[src/rtl/ifu_prefetch.sv]
// Instruction fetch unit: owns the fetch PC, reads a 1-cycle synchronous imem and buffers words in a prefetch FIFO.
// Optional misaligned-redirect trap enabled by defining IFU_MISALIGN_TRAP_EN.
module ifu_prefetch #(
  parameter int              XLEN       = 32,
  parameter logic [XLEN-1:0] RESET_PC   = '0,
  parameter int              FIFO_DEPTH = 4
) (
  input  logic            clock,
  input  logic            reset,
  output logic            imem_req,
  output logic [XLEN-1:0] imem_addr,
  input  logic [XLEN-1:0] imem_rdata,
  input  logic            redirect_valid,
  input  logic [XLEN-1:0] redirect_pc,
  output logic            if_valid,
  input  logic            if_ready,
  output logic [XLEN-1:0] if_pc,
  output logic [XLEN-1:0] if_instr,
  output logic            fetch_misaligned
);

  localparam int AW = (FIFO_DEPTH > 2) ? $clog2(FIFO_DEPTH) : 1;
  localparam logic [AW+1:0] DEPTH_W = (AW+2)'(FIFO_DEPTH);

  logic [XLEN-1:0] fetch_pc;
  logic [XLEN-1:0] req_pc;
  logic            inflight;
  logic            kill;
  logic            halted;
  logic [XLEN-1:0] target;

  logic [XLEN-1:0] pc_mem    [FIFO_DEPTH];
  logic [XLEN-1:0] instr_mem [FIFO_DEPTH];
  logic [AW-1:0]   rd_ptr;
  logic [AW-1:0]   wr_ptr;
  logic [AW:0]     count;

  logic            push;
  logic            pop;
  logic [AW+1:0]   credit_used;

  assign if_valid  = (count != '0);
  assign pop       = if_valid & if_ready;
  assign push      = inflight & !kill & !redirect_valid;
  assign imem_addr = fetch_pc;

  // A request is only issued if its response is guaranteed a FIFO slot.
  assign credit_used = {1'b0, count} + (AW+2)'(inflight) - (AW+2)'(pop);
  assign imem_req    = !reset & !halted & !redirect_valid & (credit_used < DEPTH_W);

  assign if_pc    = if_valid ? pc_mem[rd_ptr]    : '0;
  assign if_instr = if_valid ? instr_mem[rd_ptr] : '0;

`ifdef IFU_MISALIGN_TRAP_EN
  assign target           = redirect_pc;
  assign fetch_misaligned = halted;

  // Misaligned redirect parks fetch until reset or an aligned redirect.
  always_ff @(posedge clock) begin
    if (reset) begin
      halted <= 1'b0;
    end else if (redirect_valid) begin
      halted <= |redirect_pc[1:0];
    end
  end
`else
  assign target           = redirect_pc & ~XLEN'(3);
  assign fetch_misaligned = 1'b0;
  assign halted           = 1'b0;
`endif

  always_ff @(posedge clock) begin
    if (reset) begin
      fetch_pc <= RESET_PC;
      req_pc   <= '0;
      inflight <= 1'b0;
      kill     <= 1'b0;
      rd_ptr   <= '0;
      wr_ptr   <= '0;
      count    <= '0;
    end else begin
      inflight <= imem_req;
      kill     <= redirect_valid;
      if (redirect_valid) begin
        fetch_pc <= target;
      end else if (imem_req) begin
        fetch_pc <= fetch_pc + XLEN'(4);
      end
      if (imem_req) begin
        req_pc <= fetch_pc;
      end
      // A redirect flushes the buffer and overrides any pop in the same cycle.
      if (redirect_valid) begin
        rd_ptr <= '0;
        wr_ptr <= '0;
        count  <= '0;
      end else begin
        if (push) begin
          wr_ptr <= wr_ptr + AW'(1);
        end
        if (pop) begin
          rd_ptr <= rd_ptr + AW'(1);
        end
        case ({push, pop})
          2'b10:   count <= count + (AW+1)'(1);
          2'b01:   count <= count - (AW+1)'(1);
          default: count <= count;
        endcase
      end
    end
  end

  always_ff @(posedge clock) begin
    if (push && !reset) begin
      pc_mem[wr_ptr]    <= req_pc;
      instr_mem[wr_ptr] <= imem_rdata;
    end
  end

endmodule
[config.mk]
export PLATFORM = sky130hd
export DESIGN_NAME = ifu_prefetch
export DESIGN_NICKNAME = d
export VERILOG_FILES = /design/src/rtl/ifu_prefetch.sv
export SDC_FILE = /design/constraint.sdc
export NUM_CORES = 1
export LEC_CHECK = 0
export BUFFER_PORTS_ARGS = -buffer_cell sky130_fd_sc_hd__buf_2
export CAP_MARGIN = 20
export CORE_MARGIN = 1
export CORE_UTILIZATION = 45
export DETAILED_ROUTE_END_ITERATION = 6
export PLACE_DENSITY = 0.76
export SYNTH_ARGS = -nofsm -noshare
export SYNTH_HDL_FRONTEND = slang
export SYNTH_SLANG_ARGS = --single-unit
[constraint.sdc]
create_clock -name clock -period 2.59 [get_ports clock]
set_input_delay 0.1295 -clock clock [delete_from_list [all_inputs] [get_ports clock]]
set_output_delay 0.1295 -clock clock [all_outputs]
set_load 0.005 [all_outputs]
==> run metrics, run 1 <==
Synth area leader=edfxtp_1; I/O pins=167; GRT busiest layer=met2; Vias=7672; Post-route DRC=0; Routability Congestion=0.8123; Period minus WS final=2662 ps; Worst setup EP type=output port; Critical Path Sink=imem_req; ys flop type=edfxtp_1; clock sinks=319; Die ar.=29440 um^2; CTS tree=done; Final ANT Viol Nets=0; Seq/Total Area, Yosys=68.53%; Wirelength per Cell=19.70 um; Crit Path Class=reg -> out; crit share post-route=102.8%; largest net degree at the start of global routing=64; skew final=14.36 ps; M1 GR Usage=25.13%; Max stage delay on crit path=380 ps; maximum VDD drop=0.3538 mV; asr flop ratio synth=0%; layout cells sized above 1=34.26%; Max Fclk=375.6 MHz; core region area=28010 um^2; Synth Instances=781; first-pass GRT wire length=43.78 mm; htree depth=2; status=finished with violations; global route total overflow=0; die span in y=171.6 um; Yosys reg bits=319; top cells by count, synth=edfxtp_1, dfxtp_1, and2_1; FF+latch area=8879 um^2; max-cap viol count=0; Critical R2R Launch=count[1]; num rows=61; met3 Usage GRT=3.912%; Slew headroom=31.49%; CTS buffer count=34; type of origin of the critical path=flop; GRT Total Usage=19.87%; Placed Cells incl. Taps=1319; Synth area leaders=edfxtp_1, dfxtp_1, mux4_2, and2_1, mux2i_1; Clock Latency Late Sink=500 ps; Final setup viols=18; Bufs on Longest Clock Path=3; Reg2Reg Depth=13; Post-Layout Cell Count=1455; drt first pass iters=4; crit path buf inv count=3; Clock Pin Slew Worst Setup and Hold Paths=60 ps; initial drt markers=542; multi-input combinational cell area=3990 um^2; Worst Tran Pin Value=1024 ps; Fin. Hold Viols=0; Via density=5.273; design area=16580 um^2; Yosys top cell area share=57.55%; Mean Syn Cell Area=16.57 um^2; Worst EP arrival=2530 ps; crit path max fanout=4; Initial Util=46.20%; pre-CTS setup slack=-198.8 ps; CP delay by family, top=simple AND/OR/NAND/NOR gates; mapped cell area=12940 um^2; R2R Setup Slk=-40 ps; # diodes=0; failing checks=setup timing; CP max stage cell=or3_4; initial antenna violation count=1; Synth cell types=52; RR Endpoint=imem_addr[28]; Worst Setup Slack, final=-72.15 ps; CP Launch Point=count[1]; Routed WL=28.67 mm; Leak Pwr=5.894 nW; crit-path most repeated cell=ha_4; vias in the first global route=7842; worst-path cell chain=or3_4 > and2_4 > ha_4 > inv_4 > ha_4 > nand3b_4 > a211o_4 > a21oi_4 > buf_12 > buf_6; Required @ worst endpoint=2460 ps; Root Buffer Master=clkbuf_16; PD cells=648.8 nW/um^2; RSZ-0062 raised after global routing=true; Crit path depth=10; worst hold path class=in -> reg; die width=171.6 um; nets@finish=1130; Post-synth EDFFs=248; final slew viol count=0; fillers=2102; synthesis warning total=0; most frequent cell after synthesis=edfxtp_1; Placed Area=14680 um^2; HPWL Detailed=18.09 mm; grt met2 use=34.41%; Area growth, synth to finish=28.13%; IO buf count=159
## state kept, by name, summed over array words and instances, names as in the netlist, 2 cells and up, named ones only
name	flops
count	3
pc_mem	120
wr_ptr	2
instr_mem	128
req_pc	30
rd_ptr	2
imem_addr	30
## cell type report
class                      count  share of cell area, %
sequential                   319                  53.55
multi-input combinational    396                  24.06
timing repair buffer         285                  12.72
clock buffer                  43                  5.463
tap                          378                  2.852
clock inverter                18                 0.9810
inverter                      16                 0.3773
## worst reg2reg max path: stages (launching register included)
cell and delay (ps):
dfxtp_2 320, or3_4 380, and2_4 160, ha_4 160, inv_4 50, ha_4 190, nand3b_4 80, buf_4 120
o211ai_4 90, buf_4 200, buf_12 150, a2111oi_4 350, xnor2_1 150, a21oi_1 90
## per-layer routing
| metal | share of wire [%] | wire length [um] |
|---|---|---|
| met1 | 41 | 11850 |
| met5 | 0 | 0 |
| met2 | 50 | 14440 |
| met4 | 2.2 | 625 |
| met3 | 6.1 | 1754 |
## logic make-up (layout without fill, tap and decap cells)
| kind of cell | after synthesis | after routing | share of synthesized area (%) |
|---|---|---|---|
| flops | 319 | 319 | 68.53 |
| simple gates | 179 | 179 | 7.512 |
| mux | 92 | 92 | 13.11 |
| compound gates | 82 | 82 | 5.366 |
| buf+inv | 70 | 362 | 2.533 |
| xor+xnor | 28 | 28 | 1.895 |
| fa+ha+maj | 10 | 10 | 1.025 |
| other cells | 1 | 5 | 0.02898 |
## stage by stage
step / TNS (ps) / hold WS (ps) / total power, W / util, %
floorplan: -379.8 / 228.4 / 0.005934 / -
global placement: -958.8 / 339.3 / 0.006149 / 52.41
detailed placement: -3325 / 344.2 / 0.006162 / 52.41
CTS: -326.0 / 124.2 / 0.01086 / 58.82
global route: -2822 / 150.7 / 0.01112 / 59.20
finish: -370.2 / 155.6 / 0.01076 / 59.20
## repair_timing
| action | CTS | global route |
|---|---|---|
| setup buffers | 4 | 6 |
| hold buffers | 64 | 0 |
| pin swaps | 9 | 14 |
| gates cloned | 0 | 1 |
| hold endpoints to repair | 158 | 0 |
| endpoints found under the setup margin | 53 | 55 |
| resized for setup | 8 | 8 |
## placed cells by master, fill, tap and decap left out, types with 3 or more instances in the layout
cell type	count
clkinv_2	6
a211oi_1	3
buf_6	3
bufinv_16	3
o21ai_0	8
xnor2_1	25
inv_1	14
buf_12	14
clkbuf_16	36
mux2i_1	30
and3_4	4
a221oi_1	3
o21ai_1	7
clkbuf_1	8
buf_2	158
dfxtp_1	67
o21bai_1	12
xor2_1	3
dlygate4sd3_1	64
nand2_1	24
nor2_1	48
a21oi_1	22
a2111oi_4	14
edfxtp_1	248
buf_4	45
conb_1	5
clkinv_1	8
nand4_1	8
and4_1	5
nand3_1	8
ha_1	7
mux4_2	62
and2_1	63
## power breakdown
part	leakage, nW	total [W]	switching [W]	internal (W)
clock network	0.522	0.00461	0.00183	0.00278
logic	2.53	0.000509	0.000248	0.000261
registers	2.84	0.00564	0.0000801	0.00556
total	5.89	0.0108	0.00216	0.00860
## worst min path at each step
stage | cells after the start | end | start
4_1_cts | 3 | req_pc[15] | reset
3_5_place_dp | 3 | imem_addr[27] | redirect_pc[27]
2_1_floorplan | 0 | instr_mem[0][0] | imem_rdata[0]
3_3_place_gp | 3 | imem_addr[29] | redirect_pc[29]
6_report | 3 | req_pc[15] | reset
5_1_grt | 3 | req_pc[16] | reset
No activity file was read; power rests on OpenSTA's default activity.
==> run 2, diff against run 1 <==
- CORE_ASPECT_RATIO: not set -> 0.9
- clock period: 2.59 -> 2.2 ns (I/O delays scaled with it)
==> run 2 against run 1 <==
Compared with the run above:
- the run still ends with setup timing left
- highest routed layer unchanged
- cell count hardly changed
- global-route usage is 1.2 points higher
- clock-buffer cell count is 5 lower
- setup slack worse by 430 ps
- clock skew is 2.8 ps lower
- combinational power is 38% higher
==> run metrics, run 2 (synthesis results as in run 1) <==
status=finished with violations; failing checks=setup timing; Fin. Hold Viols=0 (unchanged); Int Power=0.009994 W (+16%); Clock Latency Late Sink=560 ps (+60 ps); htree depth=1 (-1); initial drt markers=499 (-7.9%); initial antenna violation count=0 (-1); Slew headroom=24.91% (-6.6 points); Seq pwr share=52.4% (about the same); core region area=28080 um^2 (+0.26%); PD cells=735.6 nW/um^2 (+13%); Required @ worst endpoint=2090 ps (-370 ps); largest net degree at the start of global routing=64 (unchanged); Worst EP arrival=2590 ps (+60 ps); Biggest register=instr_mem; Routed WL=30.74 mm (+7.2%); die width=180.8 um (+5.3%); Final ANT Viol Nets=0 (unchanged); FF+latch area=8877 um^2 (about the same); WHS=73.13 ps (-82.46 ps); global route total overflow=0 (unchanged); net load switching power=0.002630 W (+22%); Routability Congestion=0.8344 (+2.7%); die span in y=162.9 um (-5.1%); Critical R2R Launch=count[1]; Worst Setup Slack, final=-501.8 ps (-429.6 ps); vias in the first global route=8083 (+3.1%); Bufs on Longest Clock Path=3 (unchanged); Clk pwr share=42.0% (-0.8 points); CTS tree=done; max reg flops=128 (unchanged); Via density=5.389 (+2.2%); Vias=7835 (+2.1%); Final setup viols=61 (+43); Post-Route Utilization=61.11% (+1.9 points); Crit Path Class=reg -> out; Wirelength per Cell=21.14 um (+7.3%); first-pass GRT wire length=46.89 mm (+7.1%); nets@finish=1149 (+1.7%); Worst Tran Pin Value=1122 ps (+98.37 ps); maximum VDD drop=0.6014 mV (+70%); crit path max fanout=2 (-2); max-cap viol count=0 (unchanged); crit share post-route=122.8%; sw frac=20.83% (+0.74 points); layout cells sized above 1=38.67% (+4.4 points); GRT Total Usage=21.07% (+1.2 points); type of origin of the critical path=flop; worst hold path class=in -> reg; IO buf count=159 (unchanged); Initial Util=46.08% (-0.12 points); biggest regs=instr_mem: 128 flops, pc_mem: 120 flops; Clock Pin Slew Worst Setup and Hold Paths=60 ps (about the same); multi-input combinational cell area=4155 um^2 (+4.1%); hold_sp=reset; CTS buffer count=31 (-8.8%); Die ar.=29440 um^2 (about the same); Post-route DRC=0 (unchanged); # diodes=0 (unchanged); Worst setup EP type=output port; I/O pins=167 (unchanged); final slew viol count=0 (unchanged); Leak Pwr=6.099 nW (+3.5%); CP Launch Point=count[1]; num rows=58 (-4.9%); clock sinks=319 (unchanged); fillers=1996 (-5.0%); RSZ-0062 raised after global routing=true; drt first pass iters=5 (+1); Root Buffer Master=clkbuf_16; Max Fclk=370.1 MHz; Period minus WS final=2702 ps; skew final=11.58 ps (-2.777 ps); Area growth, synth to finish=32.61%; HPWL Detailed=17.90 mm (-1.1%); commonest non-fill, non-tap cell in the layout=edfxtp_1; combinational share of power=5.6% (+0.9 points); commonest non-fill, non-tap cells in the layout=edfxtp_1, buf_2, dfxtp_1, dlygate4sd3_1, mux4_2
run 2: changes by cell type in the layout (fill, tap and decap cells not counted), moves of 4 or more:
| cell | before | now |
|---|---|---|
| buf_8 | 0 | 5 |
| buf_4 | 45 | 50 |
| buf_2 | 158 | 148 |
| o21ai_0 | 8 | 2 |
| clkbuf_16 | 36 | 31 |
| and2_4 | 2 | 17 |
| a21oi_4 | 1 | 5 |
| buf_16 | 0 | 11 |
| a21oi_1 | 22 | 15 |
| o21ai_1 | 7 | 13 |
| and2_1 | 63 | 48 |
| buf_6 | 3 | 13 |
run 2: worst paths after layout:
check        cells after the start      endpoint  slack (ps)
max                             10      imem_req        -500
min                              3     req_pc[5]          70
max reg2reg                     14    req_pc[31]        -490
min reg2reg                      0  pc_mem[3][8]         510
run 2: cell type report:
class,instances,share of cell area [%]
flip-flops and latches,319,51.73
multi-input cells,396,24.21
repair buffers,307,15.16
clock buffers,38,4.732
well taps,360,2.625
clock inverters,18,1.181
inverters,16,0.3645
run 2: routing by layer:
layer  GRT usage [%]  part of all wire, %  wire, um  vias up
met5               0                    0         0        -
met4           4.701                  2.2       665        0
met3           2.460                  5.2      1600       52
met2           36.12                   50     15300      280
met1           28.99                   43     13180     3932
li1                -                    -         -     3571
run 2: timing repair:
item,4_1_cts,5_1_grt
pin swaps,11,33
resized for setup,55,55
buffers inserted,17,4
endpoints found under the hold margin,158,0
hold buffers,64,0
setup endpoints to repair,124,122
gates cloned,11,0
run 2: per-stage QoR:
step	area, um^2	total power, W	setup WS (ps)	instances	TNS (ps)
floorplan	13150	0.006989	-494.5	785	-22020
global placement	14720	0.007249	-444.9	1311	-20650
detailed placement	14720	0.007267	-556.6	1311	-24870
CTS	17040	0.01268	-540.9	1458	-27110
global route	17160	0.01302	-573.0	1454	-27920
finish	17160	0.01262	-501.8	1454	-22560
run 2: power by group through the flow:
stage,clock (W),sequential (W),combinational (W)
3_3_place_gp,0,0.00674,0.000507
3_5_place_dp,0,0.00675,0.000521
4_1_cts,0.00539,0.00662,0.000674
2_1_floorplan,0,0.00674,0.000247
5_1_grt,0.00564,0.00663,0.000754
6_report,0.00530,0.00662,0.000704
run 2: worst max-delay path, stage by stage, from the launching register on:
cell,delay (ps)
dfxtp_2,320
or3_4,380
and2_4,160
ha_4,160
inv_4,50
ha_4,130
nand3b_4,90
a211o_4,360
a21oi_4,180
buf_12,130
buf_6,90
==> run 3, diff against run 2 <==
- RECOVER_POWER: not set -> 50
- TNS_END_PERCENT: not set -> 100
==> run 3 against run 2 <==
Compared with the run above:
- the flow still finishes with violations (setup timing)
- global-route usage unchanged
- sequential power about the same
- clock power about the same
- wire length decreased by 0.26%
- clock skew about the same
- fmax decreased by 0.13%
- highest routed layer unchanged
==> run metrics, run 3 (synthesis results as in run 1) <==
crit share post-route=123.0% (+0.16 points); R2R Setup Slk=-490 ps (about the same); pre-CTS setup slack=-556.6 ps (unchanged); Die ar.=29440 um^2 (unchanged); worst hold path class=in -> reg; Clock Pin Slew Worst Setup and Hold Paths=60 ps (about the same); failing checks=setup timing; Final setup viols=61 (unchanged); Crit Path Class=reg -> out; combinational share of power=5.4% (-0.2 points); first-pass GRT wire length=46.89 mm (unchanged); biggest regs=instr_mem: 128 flops, pc_mem: 120 flops; final slew viol count=0 (unchanged); Initial Util=46.08% (unchanged); maximum VDD drop=0.5987 mV (-0.45%); Leak Pwr=5.940 nW (-2.6%); Routed WL=30.66 mm (-0.26%); CTS tree=done; FF+latch area=8877 um^2 (unchanged); multi-input combinational cell area=4155 um^2 (unchanged); CTS buffer count=31 (unchanged); Worst Tran Pin Value=1120 ps (-2.187 ps); type of origin of the critical path=flop; die span in y=162.9 um (unchanged); Post-Route Utilization=60.78% (-0.33 points); Worst Setup Slack, final=-505.3 ps (-3.471 ps); Seq pwr share=52.5% (about the same); drt first pass iters=5 (unchanged); max reg flops=128 (unchanged); HPWL Detailed=17.90 mm (unchanged); PD cells=738.6 nW/um^2 (+0.40%); Routability Congestion=0.8344 (unchanged); Int Power=0.009971 W (-0.23%); global route total overflow=0 (unchanged); sw frac=20.91% (+0.075 points); status=finished with violations; Setup TNS=-22700 ps (-137.5 ps); Clk pwr share=42.1% (about the same); Wirelength per Cell=21.09 um (-0.26%); Via density=5.382 (-0.11%); # diodes=0 (unchanged); Worst setup EP type=output port; Post-route DRC=0 (unchanged); Clock Latency Late Sink=560 ps (about the same); crit path max fanout=2 (unchanged); Biggest register=instr_mem; num rows=58 (unchanged); Required @ worst endpoint=2090 ps (about the same); Slew headroom=25.06% (+0.15 points); max-cap viol count=0 (unchanged); net load switching power=0.002636 W (+0.22%); core region area=28080 um^2 (unchanged); Root Buffer Master=clkbuf_16; clock sinks=319 (unchanged); Area growth, synth to finish=31.90%; largest net degree at the start of global routing=64 (unchanged); Max Fclk=369.7 MHz (-0.13%); Pwr Total=0.01261 W (-0.14%); Worst EP arrival=2600 ps (about the same); Period minus WS final=2705 ps (+3.471 ps); htree depth=1 (unchanged); Vias=7826 (-0.11%); vias in the first global route=8083 (unchanged); Fin. Hold Viols=0 (unchanged); Bufs on Longest Clock Path=3 (unchanged); commonest non-fill, non-tap cell in the layout=edfxtp_1; RSZ-0062 raised after global routing=true; skew final=11.68 ps (+0.1022 ps); Final ANT Viol Nets=0 (unchanged); nets@finish=1149 (unchanged); commonest non-fill, non-tap cells in the layout=edfxtp_1, buf_2, dfxtp_1, dlygate4sd3_1, mux4_2; I/O pins=167 (unchanged); initial drt markers=512 (+2.6%); initial antenna violation count=0 (unchanged); IO buf count=159 (unchanged); fillers=2040 (+2.2%); layout cells sized above 1=34.10% (-4.6 points); GRT Total Usage=21.07% (unchanged); die width=180.8 um (unchanged)
## run 3: cell count changes in the layout (fill, tap and decap cells not counted)
cell / before / now
buf_4: 50 / 38
clkbuf_1: 6 / 56
buf_2: 148 / 110
## run 3: worst paths after layout
check / from / endpoint / cells after the start
worst max-delay path: count[1] / imem_req / 10
worst min-delay path: reset / req_pc[5] / 3
worst max register to register: count[1] / req_pc[31] / 14
worst min register to register: req_pc[28] / pc_mem[3][28] / 0
## run 3: metal layers
layer  part of all wire, %  vias to the layer above  GRT usage [%]
met5                     0                        -              0
met4                   2.1                        0          4.701
met3                   5.5                       44          2.460
met2                    50                      285          36.12
met1                    43                     3927          28.99
li1                      -                     3570              -
## run 3: worst max-delay path: stages, from the launching register on
cell      delay (ps)
dfxtp_2          320
or3_4            380
and2_4           160
ha_4             160
inv_4             50
ha_4             130
nand3b_4          90
a211o_4          360
a21oi_4          180
buf_12           130
buf_6             90
## run 3: cell type report
class                           instances  area share, %
Clock buffer                           38          4.757
Inverter                               16         0.3665
Clock inverter                         18          1.188
Timing Repair Buffer                  307          14.70
Sequential cell                       319          52.01
Multi-Input combinational cell        396          24.34
Tap cell                              360          2.639
## run 3: repair_timing
action                                  in CTS  in global routing
endpoints found under the setup margin     124                122
endpoints found under the hold margin      158                  0
gates resized for setup                     55                 55
gates cloned                                11                  0
hold buffers                                64                  0
pin swaps                                   11                 33
buffers inserted                            17                  4
## run 3: power by group through the flow
stage          sequential (W)  combinational (W)  clock [W]
2_1_floorplan         0.00674           0.000247          0
3_3_place_gp          0.00674           0.000507          0
3_5_place_dp          0.00675           0.000521          0
4_1_cts               0.00662           0.000674    0.00539
5_1_grt               0.00663           0.000731    0.00564
6_report              0.00662           0.000681    0.00531
## run 3: stage by stage
stage	instance area (um^2)	hold slack [ps]	std cells
finish	17070	72.34	1454
global route	17070	59.87	1454
CTS	17040	44.65	1458
detailed placement	14720	325.2	1311
global placement	14720	323.9	1311
floorplan	13150	208.9	785
